<file path="src/rtl/fp16_pkg.sv">
// Shared FP16 definitions for the sequential subtractor and the round/pack stage.
// Field widths, special encodings, FSM states and the operand unpack helper.
package fp16_pkg;
  localparam int EXP_W  = 5;
  localparam int FRAC_W = 10;
  localparam int SIG_W  = 14;

  localparam logic [EXP_W-1:0] EXP_MAX = 5'd31;
  localparam logic [15:0]      QNAN    = 16'h7E00;
  localparam logic [15:0]      POS_INF = 16'h7C00;

  typedef enum logic [2:0] {
    S_IDLE,
    S_UNPACK,
    S_ALIGN,
    S_OP,
    S_NORM,
    S_ROUND,
    S_DONE
  } state_e;

  typedef struct packed {
    logic             sign;
    logic [EXP_W-1:0] exp;
    logic [SIG_W-1:0] sig;
  } unp_t;

  // Subnormals get lead bit 0 and an effective exponent of 1.
  function automatic unp_t unpack(input logic [15:0] x);
    unp_t u;
    u.sign = x[15];
    u.exp  = (x[14:10] == '0) ? 5'd1 : x[14:10];
    u.sig  = {(|x[14:10]), x[FRAC_W-1:0], 3'b000};
    return u;
  endfunction
endpackage

</file>
<file path="src/rtl/fp16_round_pack.sv">
// Combinational round-to-nearest-even, carry renormalise, overflow detect and pack
// of a 15-bit extended significand (fres[14] = leading position).
module fp16_round_pack
  import fp16_pkg::*;
(
  input  logic           sign_i,
  input  logic [5:0]     exp_i,
  input  logic [SIG_W:0] fres_i,
  output logic [15:0]    res_o,
  output logic           ovf_o
);
  logic        rup;
  logic [11:0] mant;
  logic [10:0] mant_n;
  logic [5:0]  exp_n;

  always_comb begin
    // fres[4] is the LSB; fres[3] guard, fres[2:0] round/sticky.
    rup  = fres_i[3] & ((|fres_i[2:0]) | fres_i[4]);
    mant = {1'b0, fres_i[SIG_W:4]} + {11'b0, rup};
    if (mant[11]) begin
      mant_n = mant[11:1];
      exp_n  = exp_i + 6'd1;
    end else begin
      mant_n = mant[10:0];
      exp_n  = exp_i;
    end
    ovf_o = (exp_n >= {1'b0, EXP_MAX});
    // A cleared leading bit means the result stayed subnormal: exponent field 0.
    if (ovf_o) res_o = {sign_i, POS_INF[14:0]};
    else       res_o = {sign_i, (mant_n[10] ? exp_n[4:0] : 5'd0), mant_n[9:0]};
  end
endmodule

</file>
<file path="src/rtl/fp16_sub_seq.sv">
// Multi-cycle FP16 subtractor (res = a - b) with valid/ready on both sides.
// Define FP16_SUB_FAST_ALIGN_EN for single-cycle barrel align/normalise.
module fp16_sub_seq
  import fp16_pkg::*;
#(
  parameter int MAX_ALIGN = 14
) (
  input  logic        clk,
  input  logic        rst,
  input  logic [15:0] a,
  input  logic [15:0] b,
  input  logic        in_valid,
  output logic        in_ready,
  output logic [15:0] res,
  output logic        V,
  output logic        out_valid,
  input  logic        out_ready,
  output state_e      dbg_state_o
);
  // Handshake: a transfer happens on any edge where valid & ready are both 1;
  // the producer holds its data stable while valid=1 and ready=0.
  state_e         state_q;
  logic [15:0]    a_q, b_q, res_q;
  logic           sign1_q, sign2_q, v_q, out_valid_q;
  logic [5:0]     exp_q;
  logic [SIG_W-1:0] op1_q, op2_q;
  logic [4:0]     d_q;
  logic [SIG_W:0] fres_q, fres_d;

  unp_t       ua, ub, u1, u2;
  logic       a_big, special;
  logic [4:0] ediff, d_d;
  logic [15:0] rp_res;
  logic        rp_ovf;

  function automatic logic need_norm(input logic [SIG_W:0] f, input logic [5:0] e);
    return !f[SIG_W] && (e > 6'd1);
  endfunction

  always_comb begin
    ua      = unpack(a_q);
    ub      = unpack(b_q);
    a_big   = (a_q[14:0] >= b_q[14:0]);
    u1      = a_big ? ua : ub;
    u2      = a_big ? ub : ua;
    ediff   = u1.exp - u2.exp;
    d_d     = (ediff > 5'(MAX_ALIGN)) ? 5'(MAX_ALIGN) : ediff;
    special = (a_q[14:10] == EXP_MAX) | (b_q[14:10] == EXP_MAX);
    fres_d  = (sign1_q != sign2_q) ? ({1'b0, op1_q} - {1'b0, op2_q})
                                   : ({1'b0, op1_q} + {1'b0, op2_q});
  end

`ifdef FP16_SUB_FAST_ALIGN_EN
  logic             byp_q, spec_q;
  logic [3:0]       lz;
  logic [5:0]       nsh, exp_bar;
  logic [SIG_W:0]   fres_bar;
  logic [SIG_W-1:0] op2_bar, lost_mask;

  always_comb begin
    lz = 4'd15;
    for (int i = 0; i <= SIG_W; i++) if (fres_q[i]) lz = 4'(SIG_W - i);
    nsh       = ({2'b0, lz} < (exp_q - 6'd1)) ? {2'b0, lz} : (exp_q - 6'd1);
    fres_bar  = fres_q << nsh;
    exp_bar   = exp_q - nsh;
    lost_mask = ~({SIG_W{1'b1}} << d_q);
    op2_bar   = (op2_q >> d_q) | {{(SIG_W-1){1'b0}}, |(op2_q & lost_mask)};
  end
`else
  logic [SIG_W-1:0] op2_step;
  logic [SIG_W:0]   fres_sh;

  always_comb begin
    // Bits shifted out stay sticky in bit 0.
    op2_step = {1'b0, op2_q[SIG_W-1:2], op2_q[1] | op2_q[0]};
    fres_sh  = {fres_q[SIG_W-1:0], 1'b0};
  end
`endif

  fp16_round_pack u_round_pack (
    .sign_i (sign1_q),
    .exp_i  (exp_q),
    .fres_i (fres_q),
    .res_o  (rp_res),
    .ovf_o  (rp_ovf)
  );

  always_ff @(posedge clk) begin
    if (rst) begin
      state_q     <= S_IDLE;
      a_q         <= '0;
      b_q         <= '0;
      res_q       <= '0;
      v_q         <= 1'b0;
      out_valid_q <= 1'b0;
      sign1_q     <= 1'b0;
      sign2_q     <= 1'b0;
      exp_q       <= '0;
      op1_q       <= '0;
      op2_q       <= '0;
      d_q         <= '0;
      fres_q      <= '0;
`ifdef FP16_SUB_FAST_ALIGN_EN
      byp_q       <= 1'b0;
      spec_q      <= 1'b0;
`endif
    end else begin
      case (state_q)
        S_IDLE: if (in_valid) begin
          a_q     <= a;
          b_q     <= {~b[15], b[14:0]};
          state_q <= S_UNPACK;
        end
        S_UNPACK: begin
          sign1_q <= u1.sign;
          sign2_q <= u2.sign;
          exp_q   <= {1'b0, u1.exp};
          op1_q   <= u1.sig;
          op2_q   <= u2.sig;
          d_q     <= d_d;
          if (special) begin
            res_q <= QNAN;
            v_q   <= 1'b1;
          end
`ifdef FP16_SUB_FAST_ALIGN_EN
          spec_q  <= special;
          state_q <= S_ALIGN;
`else
          if (special) begin
            out_valid_q <= 1'b1;
            state_q     <= S_DONE;
          end else begin
            state_q <= (d_d == '0) ? S_OP : S_ALIGN;
          end
`endif
        end
        S_ALIGN: begin
`ifdef FP16_SUB_FAST_ALIGN_EN
          op2_q   <= op2_bar;
          state_q <= spec_q ? S_NORM : S_OP;
`else
          op2_q <= op2_step;
          d_q   <= d_q - 5'd1;
          if (d_q == 5'd1) state_q <= S_OP;
`endif
        end
        S_OP: begin
          fres_q <= fres_d;
          exp_q  <= exp_q + 6'd1;
          if (fres_d == '0) begin
            res_q <= 16'h0000;
            v_q   <= 1'b0;
          end
`ifdef FP16_SUB_FAST_ALIGN_EN
          byp_q   <= (fres_d == '0);
          state_q <= S_NORM;
`else
          if (fres_d == '0) begin
            out_valid_q <= 1'b1;
            state_q     <= S_DONE;
          end else begin
            state_q <= need_norm(fres_d, exp_q + 6'd1) ? S_NORM : S_ROUND;
          end
`endif
        end
        S_NORM: begin
`ifdef FP16_SUB_FAST_ALIGN_EN
          fres_q <= fres_bar;
          exp_q  <= exp_bar;
          if (spec_q) begin
            out_valid_q <= 1'b1;
            state_q     <= S_DONE;
          end else begin
            state_q <= S_ROUND;
          end
`else
          fres_q  <= fres_sh;
          exp_q   <= exp_q - 6'd1;
          state_q <= need_norm(fres_sh, exp_q - 6'd1) ? S_NORM : S_ROUND;
`endif
        end
        S_ROUND: begin
`ifdef FP16_SUB_FAST_ALIGN_EN
          if (!byp_q) begin
            res_q <= rp_res;
            v_q   <= rp_ovf;
          end
`else
          res_q <= rp_res;
          v_q   <= rp_ovf;
`endif
          out_valid_q <= 1'b1;
          state_q     <= S_DONE;
        end
        S_DONE: if (out_ready) begin
          out_valid_q <= 1'b0;
          state_q     <= S_IDLE;
`ifdef FP16_SUB_FAST_ALIGN_EN
          byp_q       <= 1'b0;
          spec_q      <= 1'b0;
`endif
        end
        default: state_q <= S_IDLE;
      endcase
    end
  end

  assign in_ready    = (state_q == S_IDLE);
  assign out_valid   = out_valid_q;
  assign res         = res_q;
  assign V           = v_q;
  assign dbg_state_o = state_q;
endmodule

</file>
<file path="config.mk">
export PLATFORM = sky130hd
export DESIGN_NAME = fp16_sub_seq
export DESIGN_NICKNAME = d
export VERILOG_FILES = /design/src/rtl/fp16_pkg.sv /design/src/rtl/fp16_round_pack.sv /design/src/rtl/fp16_sub_seq.sv
export SDC_FILE = /design/constraint.sdc
export NUM_CORES = 1
export LEC_CHECK = 0
export ABC_AREA = 1
export CORE_ASPECT_RATIO = 1.75
export CORE_MARGIN = 2
export CORE_UTILIZATION = 53
export DETAILED_ROUTE_END_ITERATION = 6
export PLACE_DENSITY = 0.73
export SLEW_MARGIN = 20
export SYNTH_ARGS = -nofsm -noshare
export SYNTH_HDL_FRONTEND = slang
export SYNTH_SLANG_ARGS = --single-unit
export TNS_END_PERCENT = 1
</file>
<file path="constraint.sdc">
create_clock -name clk -period 8.7 [get_ports clk]
set_clock_uncertainty 0.05 [all_clocks]
set_input_delay 2.61 -clock clk [delete_from_list [all_inputs] [get_ports clk]]
set_output_delay 2.61 -clock clk [all_outputs]
set_load 0.01 [all_outputs]
</file>
After elaboration in Yosys (flattened, before gate mapping) --
Index checks and enable logic that the tools add are counted.
Word-level totals: bits of input ports 36, word-level logic and storage cells 98, register bits 109, output and inout bits 22
Operators by class: bitwise operators 5, add/subtract/negate cells 7, equality and inequality tests 15, multiplexer cells 32, $lt $le $gt $ge 5, reductions and logical operators 21
Operators by type and width (count):
- $pmux W16 S3 | 1
- $mux W20 | 2
- $mux W16 | 2
- $mux W15 | 2
- $pmux W15 S2 | 1
- $pmux W14 S2 | 1
- $pmux W3 S7 | 1
- $mux W5 | 4
- $pmux W6 S3 | 1
- $add A14 B14 Y15 | 1
- $ge A15 B15 Y1 | 1
- $logic_not A15 Y1 | 1
- $logic_not A5 Y1 | 3
- $sub A14 B14 Y15 | 1
- $add A11 B1 Y12 | 1
- $gt A6 B1 Y1 const B | 2
- $mux W3 | 4
- $mux W11 | 1
- $eq A5 B5 Y1 const B | 2
- $ne A2 B2 Y1 const B | 5
- $pmux W5 S2 | 1
- $reduce_or A5 Y1 | 2
- $eq A3 B3 Y1 const B | 3
- $mux W1 | 7
- 27 further kinds | 35

Depth between registers and ports, before layout --
depth after elaboration 10, gate-level depth with buffers 29, depth with buffers taken out 28

Hierarchy --
Synthesis repeated with hierarchy kept, for this count alone.
Unflattened totals: cells, all modules 1130, area, all modules 7577.3 µm²
Modules (own cells, without submodules):
- fp16_sub_seq | area each 6871.6 µm², times used 1, seq. area each 2122.0 µm², cells each 1015
- fp16_round_pack | area each 705.7 µm², times used 1, seq. area each 0.0 µm², cells each 115

Least setup slack after synthesis --
No wires, ideal clock.
kind input port to flip-flop, start point in rst, end point reg d_q[2], arrival 3.399 ns, path slack 5.119 ns, stages 4, library setup time 0.132 ns, buffers on the path 3, data required time 8.518 ns, path through clkbuf_1 clkbuf_1 clkbuf_1 a21oi_1
RTL lines:
- start: declaration | RTL line fp16_sub_seq.sv:9 | input logic rst,
- end signal: assignment | RTL line fp16_sub_seq.sv:143 | d_q <= d_q - 5'd1;
- end: declaration | RTL line fp16_sub_seq.sv:27 | logic [4:0] d_q;
No word-level cell between the ends.

Worst setup path after layout --
start point reg state_q[2] (netlist: dbg_state_o[2]), end point out in_ready
Between the ends: longest elaborated chain between the ends 1
RTL lines:
- start: declaration | RTL line fp16_sub_seq.sv:22 | state_e state_q;
- start signal: assignment | RTL line fp16_sub_seq.sv:133 | state_q <= (d_d == '0) ? S_OP : S_ALIGN;
- start signal: assignment | RTL line fp16_sub_seq.sv:162 | state_q <= need_norm(fres_d, exp_q + 6'd1) ? S_NORM : S_ROUND;
- start signal: assignment | RTL line fp16_sub_seq.sv:179 | state_q <= need_norm(fres_sh, exp_q - 6'd1) ? S_NORM : S_ROUND;
- $logic_not A3 Y1 | RTL line fp16_sub_seq.sv:208 | assign in_ready = (state_q == S_IDLE);
- end: declaration | RTL line fp16_sub_seq.sv:13 | output logic in_ready,
No other way between the ends.

==> results.json <==
{
  "htree_levels": 3,
  "worstPathMaxFanout": 6,
  "ios": 58,
  "crit_path_frequent_cell": "nor2_1",
  "netlist_area_sq_mm": 0.00700,
  "grt.total_usage_pct": 24.5,
  "dieWidth_um": 90.9,
  "cp.arrival_ns": 1.74,
  "drv_slew": 0,
  "clk_pin_slew_ns": 0.07,
  "die_y_um": 156,
  "setup-tns-final_ns": 0,
  "via_per_inst": 5.33,
  "core_area_sq_mm": 0.0129,
  "placed_cell_area_sq_mm": 0.00766,
  "portBuffers": 57,
  "drt_iter0_markers": 269,
  "pre_cts_slack_ns": 4.30,
  "crit_family": "buffers and inverters",
  "grt_max_degree": 57,
  "tightest_slew_ns": 0.943,
  "cts_buffers": 9,
  "antenna_found_initial": 0,
  "cp-end-kind": "output port",
  "synth_edf_count": 0,
  "async_flop_share_pct": 0,
  "rows": 55,
  "dp_hpwl_mm": 13.6,
  "final_common_cell": "nand2_1",
  "cts_tree": "built",
  "netlist-cell-type-count": 50,
  "antenna_cells": 0,
  "initial_core_util_pct": 54.1,
  "cap_violations": 0,
  "globalRouteOverflowTotal": 0,
  "postRouteWirelength_mm": 17.1,
  "synth_nets": 1157,
  "ys_warn_count": 0,
  "area_growth_pct": 13.8,
  "period_needed_ns": 4.40,
  "grt_pass1_vias": 6466,
  "cts_hold_buffers": 0,
  "insertion_delay_ns": 0.35,
  "rsz0062_at_grt": "false",
  "routedWlPerCell_um": 13.2,
  "drive_gt1_share_pct": 5.89,
  "crit_slowest_cell": "clkdlybuf4s50_1",
  "synth_top_area_cell": "dfxtp_1",
  "via_count": 6878,
  "cts_root_buf": "clkbuf_16",
  "dieArea_sq_mm": 0.0142,
  "syn_inst": 1081,
  "final_area_sq_mm": 0.00796,
  "max_slew_margin_pct": 37.1,
  "yosys_most_used_dff": "dfxtp_1",
  "synth-seq-area-share_pct": 30.3,
  "ys_ff_latch": 106,
  "drc": 0,
  "setup_viol": 0,
  "mostFrequentLayoutCells": "nand2_1 (227), inv_1 (151), a21oi_1 (122)",
  "nets": 1191,
  "firstDrtPassIters": 4,
  "outcome": "complete, no violations",
  "ant_nets": 0,
  "period_share_pct": 50.6,
  "cp_slowest_stage_delay_ns": 0.59,
  "cp_num_buf_inv": 2,
  "post_cts_resized": 0,
  "cp_cell_sequence": "nor2_1, inv_1, nor2_1, clkdlybuf4s50_1",
  "max_freq_ghz": 0.227,
  "worstPathRequired_ns": 6.04,
  "hold_path_class": "reg2reg",
  "path_class": "reg2out",
  "gp_congestion": 0.962,
  "clock-sinks": 106,
  "syn_avg_cell_area_sq_um": 6.47,
  "start_kind": "register",
  "grt_pass1_wl_mm": 28.6,
  "synth_area_leaders": "dfxtp_1 (30%), nand2_1 (12%), a21oi_1 (8.7%)",
  "synth_top_area_share_pct": 30.3,
  "hold_viol": 0,
  "max-clock-path-buffers": 2,
  "setup_ws_ns": 4.30,
  "post_cts_buffers": 0
}
## worst paths after layout
kind | startpoint | end | slack [ns] | cells after the start
max | dbg_state_o[2]$_SDFFE_PP0P_ | in_ready | 4.30 | 4
min reg2reg | op1_q[4]$_SDFFE_PP0P_ | op1_q[4]$_SDFFE_PP0P_ | 0.42 | 2
min | op1_q[4]$_SDFFE_PP0P_ | op1_q[4]$_SDFFE_PP0P_ | 0.42 | 2
max reg2reg | b_q[6]$_SDFFE_PP0P_ | dbg_state_o[0]$_SDFFE_PP0P_ | 4.36 | 21
## synth_stat cells (6+ instances only)
library cell	n
nand2_1	227
inv_1	151
a21oi_1	122
dfxtp_1	106
nor2_1	97
o21ai_0	82
nand3_1	50
ha_1	39
clkbuf_1	31
nor3_1	28
xor2_1	25
nand2_2	20
a31oi_1	19
nand4_1	15
o22ai_1	10
inv_2	6
## worst reg2reg max path, stage by stage (launching register included)
cell and delay (ns):
dfxtp_1 0.36, inv_1 0.08, ha_1 0.34, nand4_1 0.11, nor3_1 0.29, nand4_1 0.13
nand3_1 0.10, buf_4 0.34, inv_1 0.38, nand3_1 0.21, nand2_1 0.07, ha_1 0.22
fa_1 0.40, o21ai_0 0.21, xor2_1 0.10, a21oi_1 0.21, nand2_1 0.10, nor3_1 0.20
nand2_1 0.12, nand4_1 0.09, o21bai_1 0.07, nor2_1 0.07
## through the flow
step / utilization [%] / hold slack, ns / instances
global placement: 59.2 / 0.390 / 1275
global route: 61.5 / 0.440 / 1291
floorplan: - / 0.388 / 1081
finish: 61.5 / 0.423 / 1291
detailed placement: 59.2 / 0.411 / 1275
CTS: 61.5 / 0.425 / 1291
## kinds of logic after synthesis
family / count (synthesis) / synth area share (%)
fa+ha+maj: 40 / 7.26
buf+inv: 198 / 11.0
simple gates: 454 / 28.1
compound gates: 255 / 19.7
xor+xnor: 28 / 3.61
flops: 106 / 30.3
## flip-flops by register name, summed over array words and instances (netlist names)
name and count:
a_q 16, b_q 16, res 16, fres_q 15
op2_q 14, op1_q 11, exp_q 6, d_q 5
dbg_state_o 3, V 1, out_valid 1, sign1_q 1
sign2_q 1
## metal layers
| layer | global-route usage [%] | up-vias | share of wire, % |
|---|---|---|---|
| li1 | - | 3604 | - |
| met2 | 49.9 | 115 | 56 |
| met3 | 2.90 | 40 | 2.1 |
| met4 | 10.2 | 0 | 3.2 |
| met5 | 0 | - | 0 |
| met1 | 24.5 | 3119 | 39 |
## cell type report
cell class | instances | area, sq um
Timing Repair Buffer | 63 | 611
Inverter | 158 | 593
Tap cell | 171 | 214
Clock buffer | 10 | 239
Multi-Input combinational cell | 777 | 4120
Sequential cell | 106 | 2120
Clock inverter | 6 | 63.8
Fill cell | 1306 | 4980
Power is not shown: default switching activity piles up to over one toggle a cycle in this logic, so the estimate is an artifact.
